--- config.mk ---
export PLATFORM = sky130hd
export DESIGN_NAME = pipeline_ctrl
export DESIGN_NICKNAME = d
export VERILOG_FILES = /design/src/rtl/pipeline_pkg.sv /design/src/rtl/pipeline_hazard_detect.sv /design/src/rtl/pipeline_ctrl.sv
export SDC_FILE = /design/constraint.sdc
export NUM_CORES = 1
export LEC_CHECK = 0
export ABC_CLOCK_PERIOD_IN_PS = 5500
export BUFFER_PORTS_ARGS = -buffer_cell sky130_fd_sc_hd__buf_2
export CAP_MARGIN = 20
export CORE_ASPECT_RATIO = 0.8
export CORE_MARGIN = 1
export CORE_UTILIZATION = 53
export CTS_CLUSTER_SIZE = 30
export DETAILED_ROUTE_END_ITERATION = 10
export PLACE_DENSITY = 0.83
export SYNTH_ARGS = -nofsm -noshare
export SYNTH_HDL_FRONTEND = slang
export SYNTH_HIERARCHICAL = 1
export SYNTH_SLANG_ARGS = --single-unit
--- constraint.sdc ---
create_clock -name clk -period 5.5 [get_ports clk]
set_clock_uncertainty 0.05 [all_clocks]
set_input_delay 1.1 -clock clk [delete_from_list [all_inputs] [get_ports clk]]
set_output_delay 1.1 -clock clk [all_outputs]
set_load 0.01 [all_outputs]
--- src/rtl/pipeline_pkg.sv ---
// Shared types for the pipeline controller: FSM states, register-number width, stage indices.
package pipeline_pkg;

    localparam int REG_W = 5;

    typedef enum logic [1:0] {
        RUN,
        MEM_WAIT,
        DRAIN,
        HALTED
    } ctrl_state_t;

    typedef enum logic [2:0] {
        STG_F,
        STG_D,
        STG_E,
        STG_M,
        STG_W
    } stage_t;

endpackage

--- src/rtl/pipeline_hazard_detect.sv ---
// Load-use detector: the load in E produces a register that the instruction in D reads.
module pipeline_hazard_detect
    import pipeline_pkg::*;
(
    input  logic [REG_W-1:0] d_rs,
    input  logic [REG_W-1:0] d_rt,
    input  logic             d_use_rs,
    input  logic             d_use_rt,
    input  logic             e_wreg,
    input  logic             e_m2reg,
    input  logic [REG_W-1:0] e_rn,
    output logic             load_use
);

    // r0 is hardwired, so a load targeting it never creates a dependency
    assign load_use = e_m2reg & e_wreg & (e_rn != '0) &
                      ((d_use_rs & (d_rs == e_rn)) | (d_use_rt & (d_rt == e_rn)));

endmodule

--- src/rtl/pipeline_ctrl.sv ---
// Pipeline stall/bubble controller with memory-wait, flush, load-use and drain/halt handling.
// Define PIPELINE_CTRL_PERF_EN to add the stall-cycle and flush-event performance counters.
module pipeline_ctrl
    import pipeline_pkg::*;
#(
    parameter int MEM_TIMEOUT  = 255,
    parameter int DRAIN_CYCLES = 4
) (
    input  logic             clk,
    input  logic             reset,
    input  logic [REG_W-1:0] d_rs,
    input  logic [REG_W-1:0] d_rt,
    input  logic             d_use_rs,
    input  logic             d_use_rt,
    input  logic             e_wreg,
    input  logic             e_m2reg,
    input  logic [REG_W-1:0] e_rn,
    input  logic             m_jmp_taken,
    input  logic             m_mem_req,
    input  logic             m_mem_ready,
    input  logic             halt_req,
    output logic             f_stall,
    output logic             d_stall,
    output logic             e_stall,
    output logic             m_stall,
    output logic             d_bubble,
    output logic             e_bubble,
    output logic             m_bubble,
    output logic             w_bubble,
    output logic             halt_ack,
    output logic             mem_timeout
`ifdef PIPELINE_CTRL_PERF_EN
    ,
    output logic [31:0]      perf_stall_cycles,
    output logic [31:0]      perf_flush_count
`endif
);

    ctrl_state_t state;
    logic [7:0]  wait_cnt;
    logic [7:0]  wait_nxt;
    logic [2:0]  drain_cnt;
    logic        mw_q;
    logic        load_use;
    logic        mem_wait;
    logic        flush;
    logic        lu_act;
    logic        drain_step;

    pipeline_hazard_detect u_hazard (
        .d_rs     (d_rs),
        .d_rt     (d_rt),
        .d_use_rs (d_use_rs),
        .d_use_rt (d_use_rt),
        .e_wreg   (e_wreg),
        .e_m2reg  (e_m2reg),
        .e_rn     (e_rn),
        .load_use (load_use)
    );

    // A halted pipeline is frozen, so M-stage events are ignored there
    assign mem_wait   = m_mem_req & ~m_mem_ready & (state != HALTED);
    assign flush      = m_jmp_taken & ~mem_wait & (state != HALTED);
    assign lu_act     = load_use & ~flush & ~mem_wait & (state != HALTED);
    // Load-use stalls in DRAIN hold D, so those cycles do not advance the drain
    assign drain_step = (state == DRAIN) & ~mem_wait & ~lu_act;
    assign wait_nxt   = !mw_q ? 8'd0 : ((wait_cnt == 8'hFF) ? wait_cnt : wait_cnt + 8'd1);

    always_comb begin
        f_stall  = 1'b0;
        d_stall  = 1'b0;
        e_stall  = 1'b0;
        m_stall  = 1'b0;
        d_bubble = 1'b0;
        e_bubble = 1'b0;
        m_bubble = 1'b0;
        w_bubble = 1'b0;
        if (reset) begin
            d_bubble = 1'b1;
            e_bubble = 1'b1;
            m_bubble = 1'b1;
            w_bubble = 1'b1;
        end else if (state == HALTED) begin
            f_stall = 1'b1;
            d_stall = 1'b1;
            e_stall = 1'b1;
            m_stall = 1'b1;
        end else if (mem_wait) begin
            f_stall  = 1'b1;
            d_stall  = 1'b1;
            e_stall  = 1'b1;
            m_stall  = 1'b1;
            w_bubble = 1'b1;
        end else if (flush) begin
            f_stall  = (state == DRAIN);
            d_bubble = 1'b1;
            e_bubble = 1'b1;
            m_bubble = 1'b1;
        end else if (lu_act) begin
            f_stall  = 1'b1;
            d_stall  = 1'b1;
            e_bubble = 1'b1;
        end else if (state == DRAIN) begin
            f_stall  = 1'b1;
            d_bubble = 1'b1;
        end
    end

    always_ff @(posedge clk) begin
        if (reset) begin
            state       <= RUN;
            wait_cnt    <= '0;
            drain_cnt   <= '0;
            mw_q        <= 1'b0;
            halt_ack    <= 1'b0;
            mem_timeout <= 1'b0;
        end else begin
            mw_q <= mem_wait;
            if (mem_wait) begin
                wait_cnt <= wait_nxt;
                if (wait_nxt >= 8'(MEM_TIMEOUT))
                    mem_timeout <= 1'b1;
            end
            case (state)
                RUN: begin
                    if (mem_wait)
                        state <= MEM_WAIT;
                    else if (halt_req) begin
                        state     <= DRAIN;
                        drain_cnt <= '0;
                    end
                end
                MEM_WAIT: begin
                    if (!mem_wait)
                        state <= RUN;
                end
                DRAIN: begin
                    if (drain_step) begin
                        if (drain_cnt == 3'(DRAIN_CYCLES - 1)) begin
                            state    <= HALTED;
                            halt_ack <= 1'b1;
                        end else begin
                            drain_cnt <= drain_cnt + 3'd1;
                        end
                    end
                end
                HALTED: begin
                    if (!halt_req) begin
                        state    <= RUN;
                        halt_ack <= 1'b0;
                    end
                end
                default: state <= RUN;
            endcase
        end
    end

`ifdef PIPELINE_CTRL_PERF_EN
    always_ff @(posedge clk) begin
        if (reset) begin
            perf_stall_cycles <= '0;
            perf_flush_count  <= '0;
        end else begin
            if (f_stall | d_stall | e_stall | m_stall)
                perf_stall_cycles <= perf_stall_cycles + 32'd1;
            if (flush)
                perf_flush_count <= perf_flush_count + 32'd1;
        end
    end
`endif

endmodule

==> implementation parameters, run 1 <==
Parameter                              Value

Cells and area
  Antenna fix cells ... 0
  Net count reported at finish ... 203
  Non-filler instance count after layout ... around 200
  Number of filler instances in the final layout ... roughly 170
  Growth of design area from synthesis to finish ... 18.7%
  Fraction of layout cells with a size suffix above 1 ... approximately 25%

Synthesis
  Share of flip-flops with an asynchronous set or reset after synthesis ... 0%
  Count leader, synth ... sky130_fd_sc_hd__a21oi_1
  Number of synthesized flops with an enable pin ... 0
  Main synth FF type ... sky130_fd_sc_hd__dfxtp_1
  Synth Area in Simple Gates ... a little under a third
  Adder-cell share of the synthesized area ... around 3.5%
  Post-synthesis sequential area ratio ... 29.7%
  Xor/xnor share of the synthesized area ... a little under 9%
  Area fraction in compound gates after synthesis ... 22.1%
  Synth Register Bits ... 16
  Most used standard cells in the synthesized netlist ... sky130_fd_sc_hd__a21oi_1 (17), sky130_fd_sc_hd__dfxtp_1 (16), sky130_fd_sc_hd__nand2_1 (14)
  Post-Synthesis Cells ... approximately 140
  Synth Area per Inst ... 7.55 sq um
  Multiplexer share of the synthesized area ... 0%
  Cell type contributing the most total cell area after synthesis ... sky130_fd_sc_hd__dfxtp_1
  Yosys top cell area share ... between 20% and 30%
  Post-Synthesis Cell Area ... around 0.0011 sq mm
  Top area cells in the synthesized netlist ... sky130_fd_sc_hd__dfxtp_1 (30%), sky130_fd_sc_hd__a21oi_1 (7.9%), sky130_fd_sc_hd__xor2_1 (6.5%)
  Number of distinct standard cells referenced by the synthesized netlist ... 40
  Yosys synthesis warning count ... 6
  Dominant combinational cell family by area after synthesis ... simple AND/OR/NAND/NOR gates
  Post-synthesis net count ... 171

Routing
  Starting DRC count in detailed routing ... 33
  Ratio of routed vias to standard cells ... about 5.7
  Via count ... between 1,000 and 1,500
  Number of nets with antenna violations after detailed routing ... 0
  Wire per inst ... between 10 and 15 microns
  Router iterations before antenna repair ... 4
  Detailed Route WL ... 2480 microns
  Post-detailed-route DRC marker count ... 0

Power
  Part of the power in the clock network ... about a third
  Worst vdd rail ir drop ... roughly 0.00024 V
  Switching part of the total ... between 20% and 30%
  Internal Dissipation ... 0.000178 W
  Total power per unit cell area ... 190 mW/mm^2
  Net switching power of the design ... ~0.000066 W
  Share of power burned in combinational logic ... between 15 and 20%
  Total leakage power ... approximately 0.49 nW
  Power share of the sequential group ... roughly half

Setup path
  Req. time, crit path ... 4.35 ns
  WP data arrival ... roughly 2.6 ns
  Buffers and inverters on the worst path ... 2
  Critical path capture point type ... output pin
  Cell Chain, Critical Path ... buf_2 -> xor2_1 -> nor4_1 -> nand3_1 -> a21oi_1 -> nor2b_1 -> nor3_1 -> nor2_1 -> buf_2
  Maximum fanout along the worst path ... 4
  R2R Setup Slk ... 3.66 ns
  Worst Reg2Reg Path Length in Cells ... 6
  Stages on the worst setup path ... 9
  FF-to-FF Start ... wait_cnt[0]
  Class of the most critical setup path ... input port to output pin
  Critical-path top delay cell ... sky130_fd_sc_hd__nor4_1
  Capturing point of the worst reg2reg path ... mem_timeout
  Top cell by count, worst path ... sky130_fd_sc_hd__buf_2
  Delay of the slowest cell on the worst path ... around 0.27 ns
  Critical path launch point ... e_rn[4]
  Cell family contributing the most delay on the critical path ... simple AND/OR/NAND/NOR gates
  Critical path destination ... f_stall
  Type of origin of the critical path ... input port

Run status
  Status ... finished, final reports clean

Clock network
  H-tree depth ... 1
  Clock tree root buffer cell ... sky130_fd_sc_hd__clkbuf_4
  # resized after CTS ... 0
  Number of setup buffers added after CTS ... 0
  Number of buffers on the longest clock path ... 2
  Clock latency at the later pin of the worst-skew pair ... just under 0.3 ns
  CTS tree ... done
  Clock-pin slew reported for the worst setup and hold paths after clock tree synthesis ... 0.09 ns
  Number of buffers created by CTS ... 3
  Clk sinks ... 16
  Number of buffers added to fix hold violations after cts ... 0

Timing
  Final count of hold timing violations ... 0
  Count of final setup violators ... 0
  Number of max-slew violations in the final report ... 0
  Setup TNS ... 0 ns
  Worst-margin pin slew ... ~0.43 ns
  Max_slew headroom ... 71.2%
  Maximum clock frequency ... approximately 0.27 GHz
  Post-route clock period utilization ... 67.7%
  Setup repair after global routing missed its margin ... no
  Min Tclk post-route ... 3.72 ns

Floorplanning
  Number of top-level design ports ... 35
  Die Height ... between 40 and 50 microns
  Area of the core ... around 0.0019 sq mm
  Number of core rows ... 14
  Width of the chip ... between 50 and 60 microns
  Initial cell density of the core ... between 50% and 60%
  Die Outline Area ... 0.00222 sq mm

Global routing
  Antenna violations before repair ... 0
  Wire length of the first global-routing pass ... approximately 3700 microns
  Overall track demand over capacity in global routing ... a little under a quarter
  Number of global-route vias before repair ... approximately 910
  Overflow left after global routing ... 0
  Maximum number of pins on one net before global-route repair ... 25

Placement
  Final Wtd Congestion ... a little under 0.9
  Number of placed cells counting well taps ... between 150 and 200
  Detailed-placement wirelength estimate ... 1890 microns
  Number of input and output port buffers inserted ... 34

Job
  Max-Cap Viols ... 0

Min path
  Class of the most critical hold timing path ... register to register
## worst register-to-register path, stage by stage, from the launching register on
cell	delay, ns
sky130_fd_sc_hd__dfxtp_1	0.42
sky130_fd_sc_hd__ha_1	0.32
sky130_fd_sc_hd__nand2_2	0.11
sky130_fd_sc_hd__or3_4	0.42
sky130_fd_sc_hd__o22ai_1	0.19
sky130_fd_sc_hd__o2111ai_1	0.14
sky130_fd_sc_hd__o22ai_1	0.12
## registers in the layout, summed over array words and instances (netlist names)
signal,count
state,2
mem_timeout,1
mw_q,1
wait_cnt,8
halt_ack,1
drain_cnt,3
## cells by family (layout without fill, tap and decap cells)
group	count (synthesis)	in the layout
flops	16	16
fa+ha+maj	3	3
compound gates	39	39
xor+xnor	11	11
buf+inv	12	43
simple gates	62	62
## how the worst min path moves through the flow
stage	start	end	slack (ns)	depth (start not counted)
detailed placement	drain_cnt[2]	drain_cnt[2]	0.40	2
finish	drain_cnt[2]	drain_cnt[2]	0.41	2
floorplan	drain_cnt[2]	drain_cnt[2]	0.38	2
global route	drain_cnt[2]	drain_cnt[2]	0.44	2
CTS	drain_cnt[2]	drain_cnt[2]	0.42	2
global placement	drain_cnt[2]	drain_cnt[2]	0.39	2
## placed cells by master, fill, tap and decap left out, types with 2 or more instances in the layout
| cell type | n |
|---|---|
| sky130_fd_sc_hd__o22ai_1 | 2 |
| sky130_fd_sc_hd__o21ai_1 | 2 |
| sky130_fd_sc_hd__nand3_1 | 6 |
| sky130_fd_sc_hd__nand2_1 | 14 |
| sky130_fd_sc_hd__nor2_1 | 12 |
| sky130_fd_sc_hd__nor4_1 | 2 |
| sky130_fd_sc_hd__a211oi_1 | 5 |
| sky130_fd_sc_hd__a31oi_1 | 2 |
| sky130_fd_sc_hd__xnor2_1 | 3 |
| sky130_fd_sc_hd__nand2b_1 | 5 |
| sky130_fd_sc_hd__a21oi_1 | 17 |
| sky130_fd_sc_hd__buf_2 | 34 |
| sky130_fd_sc_hd__o21ai_0 | 4 |
| sky130_fd_sc_hd__inv_1 | 5 |
| sky130_fd_sc_hd__nand4b_1 | 2 |
| sky130_fd_sc_hd__ha_1 | 3 |
| sky130_fd_sc_hd__or3_1 | 3 |
| sky130_fd_sc_hd__and3_1 | 2 |
| sky130_fd_sc_hd__clkbuf_4 | 3 |
| sky130_fd_sc_hd__nand2_2 | 2 |
| sky130_fd_sc_hd__nor2b_1 | 4 |
| sky130_fd_sc_hd__dfxtp_1 | 16 |
| sky130_fd_sc_hd__nor3_1 | 2 |
| sky130_fd_sc_hd__xor2_1 | 8 |
## power by group through the flow
stage | Clock (W) | Sequential, W | Combinational [W]
2_1_floorplan | 0 | 0.000122 | 0.0000266
3_3_place_gp | 0 | 0.000124 | 0.0000417
3_5_place_dp | 0 | 0.000124 | 0.0000432
4_1_cts | 0.0000818 | 0.000122 | 0.0000434
5_1_grt | 0.0000854 | 0.000122 | 0.0000478
6_report | 0.0000785 | 0.000122 | 0.0000431
## metal layers
layer / GRT usage [%] / part of all wire (%) / wire length (microns) / vias to the layer above
li1: - / - / - / 574
met1: 27.5 / 44 / 1100 / 507
met2: 38.2 / 46 / 1130 / 47
met3: 7.25 / 8.9 / 220 / 4
met4: 6.32 / 1.2 / 31 / 0
met5: 0 / 0 / 0 / -
## final cells by class
type                       count  area [sq um]  share of cell area [%]
tap                           24          30.0                    2.34
sequential                    16           320                    25.0
timing repair buffer          34           170                    13.3
inverter                       5          18.8                    1.46
clock buffer                   4          36.3                    2.83
multi-input combinational    115           706                    55.1
## metrics by stage
step	setup WS (ns)	area, sq um	utilization (%)	hold slack (ns)	power [W]
3_3_place_gp	1.86	1240	65.8	0.390	0.000166
3_5_place_dp	1.78	1240	65.8	0.402	0.000168
5_1_grt	1.55	1280	67.7	0.436	0.000255
6_report	1.78	1280	67.7	0.409	0.000243
2_1_floorplan	2.13	1080	-	0.382	0.000149
4_1_cts	1.77	1280	67.7	0.416	0.000247
Power figures use the tool's default switching activity.
==> inputs of run 2 (changes only) <==
Settings changed: ABC_CLOCK_PERIOD_IN_PS 5500 to 3200, CORE_UTILIZATION 53 to 45, PLACE_DENSITY 0.83 to 0.75.
Clock period 5.5 ns to 3.2 ns, I/O delays scaled along.
==> implementation parameters, run 2 (same netlist as run 1, synthesis figures left out) <==
Parameter                              Value

Clock network
  Number of buffers created by CTS ... 3
  Clock tree root buffer cell ... sky130_fd_sc_hd__clkbuf_4
  Clock-pin slew reported for the worst setup and hold paths after clock tree synthesis ... roughly 0.090 ns
  Clock latency at the later pin of the worst-skew pair ... roughly 0.28 ns
  H-tree depth ... 1
  Number of setup buffers added after CTS ... 0
  # resized after CTS ... 0
  Number of buffers on the longest clock path ... 2
  CTS tree ... done
  Clk sinks ... 16
  Number of buffers added to fix hold violations after cts ... 0

Run status
  Status ... complete, but fails checks
  Violated checks ... DRC

Timing
  Min Tclk post-route ... roughly 2.8 ns
  Number of max-slew violations in the final report ... 0
  Maximum clock frequency ... roughly 0.36 GHz
  Post-route clock period utilization ... between 80% and 90%
  Setup repair after global routing missed its margin ... no
  Count of final setup violators ... 0
  Hold Worst Slack ... around 0.41 ns
  Final count of hold timing violations ... 0
  Max_slew headroom ... approximately 72%
  Setup TNS ... 0 ns
  Worst-margin pin slew ... roughly 0.43 ns

Global routing
  Number of global-route vias before repair ... 928
  Antenna violations before repair ... 0
  Maximum number of pins on one net before global-route repair ... 25
  Overflow left after global routing ... 0
  Overall track demand over capacity in global routing ... ~20%
  Wire length of the first global-routing pass ... slightly above 4000 microns

Power
  Worst vdd rail ir drop ... 0.000166 V
  Total power per unit cell area ... between 300 and 400 mW/mm^2
  Total leakage power ... about 0.48 nW

Setup path
  Cell Chain, Critical Path ... buf_2 -> xor2_1 -> nor4_1 -> nand3_1 -> a21oi_1 -> nor2b_1 -> nor3_1 -> nor2_1 -> buf_2
  Capturing point of the worst reg2reg path ... mem_timeout
  Critical-path top delay cell ... sky130_fd_sc_hd__nor4_1
  Class of the most critical setup path ... input port to output pin
  FF-to-FF Start ... wait_cnt[0]
  Type of origin of the critical path ... input port
  Critical path capture point type ... output pin
  Buffers and inverters on the worst path ... 2
  Req. time, crit path ... between 2 and 3 ns
  Delay of the slowest cell on the worst path ... between 0.3 and 0.4 ns
  R2R Setup Slk ... roughly 1.4 ns
  Top cell by count, worst path ... sky130_fd_sc_hd__buf_2
  Maximum fanout along the worst path ... 4
  WP data arrival ... about 2.1 ns
  Cell family contributing the most delay on the critical path ... simple AND/OR/NAND/NOR gates
  Worst Reg2Reg Path Length in Cells ... 6

Cells and area
  Antenna fix cells ... 0
  Leading cell types in the layout, fill and taps excluded ... sky130_fd_sc_hd__buf_2 (34), sky130_fd_sc_hd__a21oi_1 (17), sky130_fd_sc_hd__dfxtp_1 (16)
  Non-filler instance count after layout ... around 200
  Number of filler instances in the final layout ... 215
  Fraction of layout cells with a size suffix above 1 ... 24.3%
  Top Registers ... wait_cnt x8, drain_cnt x3, state x2
  Growth of design area from synthesis to finish ... 17.5%
  Most common library cell in the layout ignoring fill and taps ... sky130_fd_sc_hd__buf_2
  Max FFs per register ... 8
  Final Cell Area ... between 0.001 and 0.0015 sq mm
  Most flops, register ... wait_cnt
  Net count reported at finish ... 203

Placement
  Detailed-placement wirelength estimate ... around 1900 microns
  Number of input and output port buffers inserted ... 34
  Final Wtd Congestion ... roughly 0.9
  DP Area ... 0.00125 sq mm
  Number of placed cells counting well taps ... 195

Min path
  Class of the most critical hold timing path ... register to register
  Hold Path Depth ... 2
  Terminating pin of the worst hold path ... drain_cnt[2]
  Hold_sp ... drain_cnt[2]

Routing
  Via count ... around 1,100
  Post-detailed-route DRC marker count ... 2
  Detailed Route WL ... 2510 microns
  Number of nets with antenna violations after detailed routing ... 0
  Ratio of routed vias to standard cells ... about 5.7
  Router iterations before antenna repair ... 7
  Wire per inst ... around 13 microns
  Starting DRC count in detailed routing ... 103

Floorplanning
  Number of core rows ... 15
  Initial cell density of the core ... roughly half
  Width of the chip ... between 50 and 60 microns
  Die Outline Area ... about 0.0026 sq mm
  Number of top-level design ports ... 35
  Die Height ... approximately 46 microns
  Area of the core ... 0.00221 sq mm

Job
  Max-Cap Viols ... 0
-- run 2: worst max-delay path by stage --
stage / startpoint / endpoint / cells past startpoint
global placement: e_rn[3] / f_stall / 9
floorplan: d_rs[0] / f_stall / 7
global route: e_rn[4] / f_stall / 9
CTS: e_rn[4] / f_stall / 9
finish: e_rn[4] / f_stall / 9
detailed placement: e_rn[1] / f_stall / 9
-- run 2: layout make-up --
cell class | instances | area, sq um | share of cell area, %
clock buffer | 3 | 22.5 | 1.78
inverter | 5 | 18.8 | 1.48
timing repair buffer | 34 | 170 | 13.4
sequential | 16 | 320 | 25.2
multi-input combinational | 115 | 706 | 55.6
tap | 25 | 31.3 | 2.47
-- run 2: metal layers --
layer / vias to the layer above / wire (microns) / global-route usage, %
met2: 47 / 1140 / 35.0
met3: 4 / 164 / 6.25
li1: 573 / - / -
met4: 0 / 26 / 6.34
met1: 510 / 1190 / 25.1
met5: - / 0 / 0
-- run 2: power by group --
| part | switching [W] | internal [W] |
|---|---|---|
| sequential | 0.00000680 | 0.000203 |
| combinational | 0.0000405 | 0.0000333 |
| clock | 0.0000622 | 0.0000437 |
| total | 0.000109 | 0.000280 |
-- run 2: worst min-delay path, stage by stage (launching register included) --
cell and delay [ns]:
sky130_fd_sc_hd__dfxtp_1 0.32, sky130_fd_sc_hd__nand2_1 0.05, sky130_fd_sc_hd__a21oi_1 0.05
-- run 2: through the flow --
| stage | total power, W | setup slack (ns) | utilization, % |
|---|---|---|---|
| after floorplan | 0.000256 | 0.748 | - |
| after global placement | 0.000285 | 0.421 | 56.3 |
| after detailed placement | 0.000287 | 0.395 | 56.3 |
| after CTS | 0.000393 | 0.386 | 57.3 |
| after global routing | 0.000410 | 0.194 | 57.3 |
| final | 0.000389 | 0.386 | 57.3 |
